--- src/rtl/trap_arb_pkg.sv ---
// Shared types and constants for the trap/interrupt arbiter.
//   state_e      : arbiter FSM states
//   VEC_*        : widths that shape the offered 16-bit vector
//   fmt_vector() : place an 8-bit vector field at address bits [9:2]
package trap_arb_pkg;

  typedef enum logic [1:0] {
    ST_IDLE  = 2'd0,
    ST_ARB   = 2'd1,
    ST_OFFER = 2'd2
  } state_e;

  localparam int unsigned LVL_W       = 3;
  localparam int unsigned VEC_FIELD_W = 8;
  localparam int unsigned VEC_LO_W    = 2;
  localparam int unsigned VECTOR_W    = 16;
  localparam int unsigned VEC_HI_W    = VECTOR_W - VEC_FIELD_W - VEC_LO_W;

  // Vector field is a word address; pad low bits and zero-extend on top.
  function automatic logic [VECTOR_W-1:0] fmt_vector(input logic [VEC_FIELD_W-1:0] field);
    return {{VEC_HI_W{1'b0}}, field, {VEC_LO_W{1'b0}}};
  endfunction

endpackage

--- src/rtl/prio_pick.sv ---
// Combinational NSRC-way priority picker.
//   elig_i  : per-channel eligibility
//   nmi_i   : per-channel non-maskable flag (outranks any level)
//   lvl_i   : per-channel 3-bit level, channel i at [3i+2:3i]
//   any_c_o : at least one eligible channel
//   idx_c_o : winning index (highest {nmi,lvl}, ties to lowest index)
module prio_pick
  import trap_arb_pkg::*;
#(
  parameter int unsigned NSRC = 8,
  parameter int unsigned IDW  = $clog2(NSRC)
) (
  input  logic [NSRC-1:0]       elig_i,
  input  logic [NSRC-1:0]       nmi_i,
  input  logic [LVL_W*NSRC-1:0] lvl_i,
  output logic                  any_c_o,
  output logic [IDW-1:0]        idx_c_o
);

  logic [LVL_W:0] key;
  logic [LVL_W:0] best_key;

  // Strictly-greater replacement while scanning upward keeps the lowest index on ties.
  always_comb begin
    any_c_o  = 1'b0;
    idx_c_o  = '0;
    best_key = '0;
    key      = '0;
    for (int i = 0; i < int'(NSRC); i++) begin
      key = {nmi_i[i], lvl_i[LVL_W*i +: LVL_W]};
      if (elig_i[i] && (!any_c_o || (key > best_key))) begin
        any_c_o  = 1'b1;
        best_key = key;
        idx_c_o  = IDW'(i);
      end
    end
  end

endmodule

--- src/rtl/trap_arb.sv ---
// Trap/interrupt arbiter: latches request pulses, and at a microcode
// service point offers the highest-priority eligible vector until acked.
//   clk, reset : clock, synchronous active-high reset
//   req        : per-channel request pulses (set latches)
//   nmi        : per-channel non-maskable flag
//   lvl        : per-channel level, 3 bits each
//   vec        : per-channel vector field, 8 bits each
//   ps_pl      : processor priority level
//   poll       : service point strobe
//   ack        : offered vector taken
//   clr_all    : bus init, clears latches and returns to idle
//   pending    : any eligible latched channel (combinational)
//   offer      : vector/win_id valid, awaiting ack
//   vector     : offered vector {6'b0, vec[win], 2'b00}
//   win_id     : offered channel index
//   latched    : request latches
module trap_arb
  import trap_arb_pkg::*;
#(
  parameter int unsigned NSRC = 8,
  parameter int unsigned IDW  = $clog2(NSRC)
) (
  input  logic                        clk,
  input  logic                        reset,
  input  logic [NSRC-1:0]             req,
  input  logic [NSRC-1:0]             nmi,
  input  logic [LVL_W*NSRC-1:0]       lvl,
  input  logic [VEC_FIELD_W*NSRC-1:0] vec,
  input  logic [LVL_W-1:0]            ps_pl,
  input  logic                        poll,
  input  logic                        ack,
  input  logic                        clr_all,
  output logic                        pending,
  output logic                        offer,
  output logic [VECTOR_W-1:0]         vector,
  output logic [IDW-1:0]              win_id,
  output logic [NSRC-1:0]             latched
);

  state_e              state_q, state_d;
  logic [NSRC-1:0]     latched_q, latched_d;
  logic                offer_q, offer_d;
  logic [VECTOR_W-1:0] vector_q, vector_d;
  logic [IDW-1:0]      win_id_q, win_id_d;

  logic [NSRC-1:0]        elig;
  logic                   pick_any;
  logic [IDW-1:0]         pick_idx;
  logic [VEC_FIELD_W-1:0] pick_vec;
  logic                   ack_take;

  // A latched channel is eligible if non-maskable or above the processor level.
  always_comb begin
    for (int i = 0; i < int'(NSRC); i++) begin
      elig[i] = latched_q[i] & (nmi[i] | (lvl[LVL_W*i +: LVL_W] > ps_pl));
    end
  end

  assign pending = |elig;

  prio_pick #(
    .NSRC (NSRC),
    .IDW  (IDW)
  ) u_pick (
    .elig_i  (elig),
    .nmi_i   (nmi),
    .lvl_i   (lvl),
    .any_c_o (pick_any),
    .idx_c_o (pick_idx)
  );

  // Vector field of the current pick.
  always_comb begin
    pick_vec = '0;
    for (int i = 0; i < int'(NSRC); i++) begin
      if (pick_idx == IDW'(i)) pick_vec = vec[VEC_FIELD_W*i +: VEC_FIELD_W];
    end
  end

  // Next-state: FSM, offer capture and latch update.
  always_comb begin
    state_d   = state_q;
    latched_d = latched_q;
    offer_d   = offer_q;
    vector_d  = vector_q;
    win_id_d  = win_id_q;
    ack_take  = 1'b0;

    case (state_q)
      ST_IDLE: begin
        if (poll && pending) state_d = ST_ARB;
      end
      ST_ARB: begin
        // Requests may have been withdrawn since the poll; back off quietly.
        if (pick_any) begin
          state_d  = ST_OFFER;
          offer_d  = 1'b1;
          win_id_d = pick_idx;
          vector_d = fmt_vector(pick_vec);
        end else begin
          state_d = ST_IDLE;
        end
      end
      ST_OFFER: begin
        if (ack) begin
          ack_take = 1'b1;
          state_d  = ST_IDLE;
          offer_d  = 1'b0;
        end
      end
      default: state_d = ST_IDLE;
    endcase

    // Clear the serviced latch first so a same-cycle request re-sets it.
    if (ack_take) latched_d = latched_q & ~(NSRC'(1) << win_id_q);
    latched_d = latched_d | req;

    if (clr_all) begin
      latched_d = '0;
      state_d   = ST_IDLE;
      offer_d   = 1'b0;
    end
  end

  always_ff @(posedge clk) begin
    if (reset) begin
      state_q   <= ST_IDLE;
      latched_q <= '0;
      offer_q   <= 1'b0;
      vector_q  <= '0;
      win_id_q  <= '0;
    end else begin
      state_q   <= state_d;
      latched_q <= latched_d;
      offer_q   <= offer_d;
      vector_q  <= vector_d;
      win_id_q  <= win_id_d;
    end
  end

  assign offer   = offer_q;
  assign vector  = vector_q;
  assign win_id  = win_id_q;
  assign latched = latched_q;

endmodule

--- config.mk ---
export PLATFORM = sky130hd
export DESIGN_NAME = trap_arb
export DESIGN_NICKNAME = d
export VERILOG_FILES = /design/src/rtl/trap_arb_pkg.sv /design/src/rtl/prio_pick.sv /design/src/rtl/trap_arb.sv
export SDC_FILE = /design/constraint.sdc
export NUM_CORES = 1
export LEC_CHECK = 0
export CAP_MARGIN = 20
export CELL_PAD_IN_SITES_DETAIL_PLACEMENT = 1
export CELL_PAD_IN_SITES_GLOBAL_PLACEMENT = 1
export CORE_ASPECT_RATIO = 1.2
export CORE_MARGIN = 2
export CORE_UTILIZATION = 33
export CTS_CLUSTER_DIAMETER = 40
export DETAILED_ROUTE_END_ITERATION = 7
export PLACE_DENSITY_LB_ADDON = 0.1
export SYNTH_ARGS = -nofsm -noshare
export SYNTH_HDL_FRONTEND = slang
export SYNTH_SLANG_ARGS = --single-unit
--- constraint.sdc ---
create_clock -name clk -period 37.8 [get_ports clk]
set_input_delay 7.56 -clock clk [delete_from_list [all_inputs] [get_ports clk]]
set_output_delay 7.56 -clock clk [all_outputs]
set_load 0.05 [all_outputs]
* Yosys cells after proc, flatten, opt, wreduce, memory -nomap -nowiden
Cells that the tools add are included.
Word-level totals: register bits 22, input bits 112, logic and storage cells 122
Operators by class: order comparisons 15, eq/ne operators 12, shift operators 1, multiplexer cells 40, bitwise logic cells 19, reduce and logical (&&, ||, !) cells 30
Operators by type and width (count):
- 8-bit two-way mux | 9
- 4-bit greater-than comparator | 7
- 4-bit two-way mux | 7
- 3-bit greater-than comparator | 8
- 1-bit two-way mux | 13
- 3-bit equality test, second input constant | 4
- 3-bit two-way mux | 4
- 2-bit two-way mux | 5
- 1-bit AND | 8
- 8-bit AND | 1
- 1-bit logical AND | 8
- 8-bit NOT | 1
- 1-bit OR | 8
- 8-bit OR | 1
- 8-bit OR reduction | 1
- 1-bit by 3-bit << shifter with 8-bit output, first input constant | 1
- 1-bit logical NOT | 7
- 1-bit logical OR | 7
- 3-bit by 2-bit equality test with 1-bit output, second input constant | 2
- 2-bit != test, second input constant | 3
- 2-bit case mux with 3 select lines | 1
- 2-bit AND reduction | 2
- 3-bit by 1-bit equality test with 1-bit output, second input constant | 1
- 3-bit logical NOT | 1
- other kinds (7) | 7

* Depth between registers and ports, before layout
word-level depth 41, mapped depth 68, mapped depth without buffers 62

* By module
A second synthesis with hierarchy kept.
Unflattened totals: cell total of the unflattened synthesis 400, area total of the unflattened synthesis 3400.8 µm²
Modules (own cells, without submodules):
- trap_arb | times used 1, cells each 215, area each 2026.9 µm², seq. area each 440.4 µm²
- prio_pick | times used 1, cells each 185, area each 1373.8 µm², seq. area each 0.0 µm²

* Worst setup path before layout
Ideal clock, no wire load.
kind input port to flip-flop, start input port ps_pl[1], end register vector_q[2] (netlist: vector[2]), setup time 0.066 ns, arrival 18.435 ns, required time 37.734 ns, path slack 19.299 ns, cell stages on the path 62, path buffers 7, path through inv_1 ha_1 nor2b_2 o31ai_2 o21ai_0 nand2_1 ha_1 nor2b_1 o21ai_0 a21oi_1 o21bai_4 mux2_2 ha_1 nor2b_1 o211ai_1 a21oi_1 o21ai_2 mux2i_1 [... 26 more ...] o21a_1 o21ai_0 a211oi_1 a21oi_1 buf_2 clkbuf_1 nor2_1 a21o_1 ha_1 nor2b_1 o21a_1 o21a_1 o211ai_1 o21a_1 nand2_1 or3_4 o21a_1 a21oi_2
On the way: cells in the longest elaborated chain, start to end 41, elaborated cells on any way between the ends 91, classes of those cells order compare: 15; eq/ne: 7; mux: 30; bitwise: 16; reduce/logical: 23
RTL lines:
- from (decl) | RTL line trap_arb.sv:29 | input logic [LVL_W-1:0] ps_pl,
- 3-bit greater-than comparator | RTL line trap_arb.sv:55 | elig[i] = latched_q[i] & (nmi[i] | (lvl[LVL_W*i +: LVL_W] > ps_pl));
- 1-bit OR | RTL line trap_arb.sv:55
- 1-bit AND | RTL line trap_arb.sv:55
- 4-bit two-way mux or 1-bit two-way mux (tied branches) | RTL line prio_pick.sv:31 | if (elig_i[i] && (!any_c_o || (key > best_key))) begin
- 4-bit greater-than comparator or 1-bit logical NOT (tied branches) | RTL line prio_pick.sv:31
- 1-bit logical OR | RTL line prio_pick.sv:31
- 1-bit logical AND | RTL line prio_pick.sv:31
- 4-bit two-way mux or 1-bit two-way mux (tied branches) | RTL line prio_pick.sv:31
- [... 18 more ...]
- 1-bit logical AND | RTL line prio_pick.sv:31
- 4-bit two-way mux or 1-bit two-way mux (tied branches) | RTL line prio_pick.sv:31
- 4-bit greater-than comparator or 1-bit logical NOT (tied branches) | RTL line prio_pick.sv:31
- 1-bit logical OR | RTL line prio_pick.sv:31
- 1-bit logical AND | RTL line prio_pick.sv:31
- 3-bit two-way mux | RTL line prio_pick.sv:31
- 3-bit logical NOT | RTL line trap_arb.sv:76 | if (pick_idx == IDW'(i)) pick_vec = vec[VEC_FIELD_W*i +: VEC_FIELD_W];
- 8-bit two-way mux (8 in series) | RTL line trap_arb.sv:76
- to (signal assigned) | RTL line trap_arb.sv:136 | vector_q <= vector_d;
- to (decl) | RTL line trap_arb.sv:43 | logic [VECTOR_W-1:0] vector_q, vector_d;
Parallel ways exist; a longest one is shown, timed or not. A chain may end at the register's enable or synchronous reset.

* Worst setup path after layout
start input port ps_pl[1], end register vector_q[3] (netlist: vector[3])
The elaborated chain is that of the path after synthesis.

==> flow_metrics.tcl <==
set metrics [dict create \
    run_status "completed" \
    syn_area_um2 3360 \
    ys_top_cells_by_area "ha_1 (19%), dfxtp_1 (13%), a21oi_1 (4.2%)" \
    synth_enable_flop_cells 0 \
    cts_inserted_buffers 3 \
    max_freq_ghz 0.0470 \
    gr-total-overflow 0 \
    ys_ff_latch 22 \
    port_buffers 132 \
    drc 0 \
    clkPwrFrac 0.261 \
    fin_crit_ps 21250 \
    root_buffer "clkbuf_16" \
    areaGrowthSynthToFinish_pct 43.5 \
    maxCapViolations 0 \
    worstSetupStartpointType "input pin" \
    cts_resized 0 \
    critPathSlowestCell "a21oi_1" \
    synth_top_area_frac 0.194 \
    die_x_um 96.1 \
    cpMostUsedCell "o21a_1" \
    r2r_slack_ps 24690 \
    synth_flop_cell "dfxtp_1" \
    antennaDiodeCount 0 \
    crit_family "compound AO/OA/AOI/OAI gates" \
    yosysTopAreaCell "ha_1" \
    die_h_um 115 \
    final_cells 670 \
    post-dp-hpwl_um 10400 \
    grt_pass1_vias 3935 \
    setup-tns-final_ps 0 \
    p_per_area_nw_per_um2 25.5 \
    min_period_over_period 0.562 \
    drv_slew 0 \
    vias 3705 \
    grt_max_degree 23 \
    first_iter_violations 74 \
    clk_pin_slew_ps 70 \
    p_int_mw 0.0760 \
    p_seq_frac 0.207 \
    hp-class "register to register" \
    rsz0062_at_grt "no" \
    clock_sink_count 22 \
    vias_per_cell 5.53 \
    synth.most_common_cell "ha_1" \
    post_drt_wl_per_cell_um 18.6 \
    rows 40 \
    worstPathArrival_ps 21470 \
    fin_worst_skew_ps 4.68 \
    reg2reg_depth 56 \
    die_area_um2 11000 \
    grt_antenna_before_repair 0 \
    place_congestion 0.903 \
    grt_pass1_wl_um 19600 \
    synth.top_cells.by_count "ha_1 (52), nor2_1 (37), nand2_1 (31), inv_1 (29), a21oi_1 (28)" \
    yosysWarnings 0 \
    ant_nets 0 \
    drive_gt1_frac 0.0735 \
    switching_share 0.381 \
    start_util 0.337 \
    cts_tree "done" \
    place_inst 666 \
    crit_path_end "vector[3]" \
    ys_types 67 \
    firstDrtPassIters 4 \
    synthArstFlopShare 0 \
    io_pins 141 \
    slowest_delay_ps 640 \
    vdd_drop_max_v 0.0000175 \
    hold_viol_final 0 \
    crit_path_end_kind "register" \
    netlist_instances 422 \
    setup_viol 0 \
    cp_max_fo 22 \
    power_mw 0.123 \
    r2r-end "vector[3]" \
    worst-path-stages 60 \
    tightestPinTransition_ps 789 \
    crit_path_start "ps_pl[1]" \
    p_leak_nw 1.96 \
    wl_um 12400 \
    ys_seq_area_frac 0.131 \
    grt_usage 0.227 \
    cp.buffers_inverters 4 \
    clk_latency_ps 270 \
    cts_hold_buf 0 \
    power.switching_mw 0.0467 \
    htreeDepth 1 \
    worstSetupPathType "input pin to register" \
    cts_max_path_buffers 2 \
    p_comb_frac 0.532 \
    core-area_um2 9960 \
    nets 709 \
    post_cts_buffers 0 \
    critPathRequiredTime_ps 38010 \
    rr_startpoint "latched[0]" \
    postSynthAreaPerCell_um2 7.96 \
    max-slew-margin-rel 0.474 \
]
-- flip-flops by register name (all words and copies together) (netlist names) --
signal and flops:
vector 8, state_q 2, win_id 3, offer 1, latched 8
-- layout make-up --
type	instances	area [um^2]
clock buffers	3	75.1
clock inverters	1	30.0
fillers	1211	5140
inverters	29	109
multi-input cells	356	2680
flip-flops and latches	22	440
well taps	126	158
repair buffers	133	1330
-- power by group through the flow --
stage,clock network [mW],logic [mW],registers (mW)
global placement,0,0.0634,0.0259
detailed placement,0,0.0652,0.0259
CTS,0.0323,0.0657,0.0254
finish,0.0320,0.0654,0.0254
global route,0.0332,0.0720,0.0255
floorplan,0,0.0381,0.0288
-- through the flow --
stage / instance area (um^2) / setup slack [ps] / hold slack (ps) / utilization
after floorplan: 3390 / 19300 / 502 / -
after global placement: 4720 / 16820 / 461 / 0.474
after detailed placement: 4720 / 16350 / 473 / 0.474
after CTS: 4820 / 16540 / 485 / 0.484
after global routing: 4820 / 15420 / 530 / 0.484
final: 4820 / 16550 / 483 / 0.484
-- worst reg2reg max path: cells and delay by family, from the launching register on --
family / cells / cell delay (ps)
AO/OA/AOI/OAI: 33 / 7250
AND/OR/NAND/NOR: 12 / 2370
adder cells (fa/ha/maj): 7 / 1900
buffers and inverters: 2 / 340
flip-flops: 1 / 390
multiplexers: 2 / 780
-- cells in the final DEF, fill, tap and decap left out, types with 4 or more instances in the layout --
master	instances
nand2b_1	5
o22ai_1	10
o211ai_1	8
mux2_2	8
a21oi_2	5
nor2_1	37
and4b_1	5
dfxtp_1	22
clkdlybuf4s50_1	132
a21oi_1	28
nand2_1	31
a21o_1	8
o21ai_0	22
nand4b_1	5
nand4_1	4
conb_1	8
a211o_1	7
inv_1	29
nor2b_1	11
mux2i_1	7
o21a_1	16
a22oi_1	7
nor3_1	5
ha_1	52
or3_1	5
o221ai_1	4
-- routing by layer --
metal  track usage  share of wire
met4        0.0619          0.018
met2         0.411           0.51
met1         0.279           0.43
met5             0              0
met3        0.0270          0.042
-- worst min path at each step --
stage | startpoint | end | slack, ps | depth (start not counted)
detailed placement | offer | offer | 470 | 2
global route | offer | offer | 530 | 2
global placement | offer | offer | 460 | 2
CTS | offer | offer | 480 | 2
floorplan | state_q[0] | offer | 500 | 2
finish | offer | offer | 480 | 2
-- kinds of logic after synthesis --
logic type               synth area share
multiplexers                       0.0577
other                             0.00112
buffers and inverters              0.0789
adder cells (fa/ha/maj)             0.194
AO/OA/AOI/OAI                       0.322
AND/OR/NAND/NOR                     0.216
flip-flops                          0.131
No activity file was read; power rests on OpenSTA's default activity.
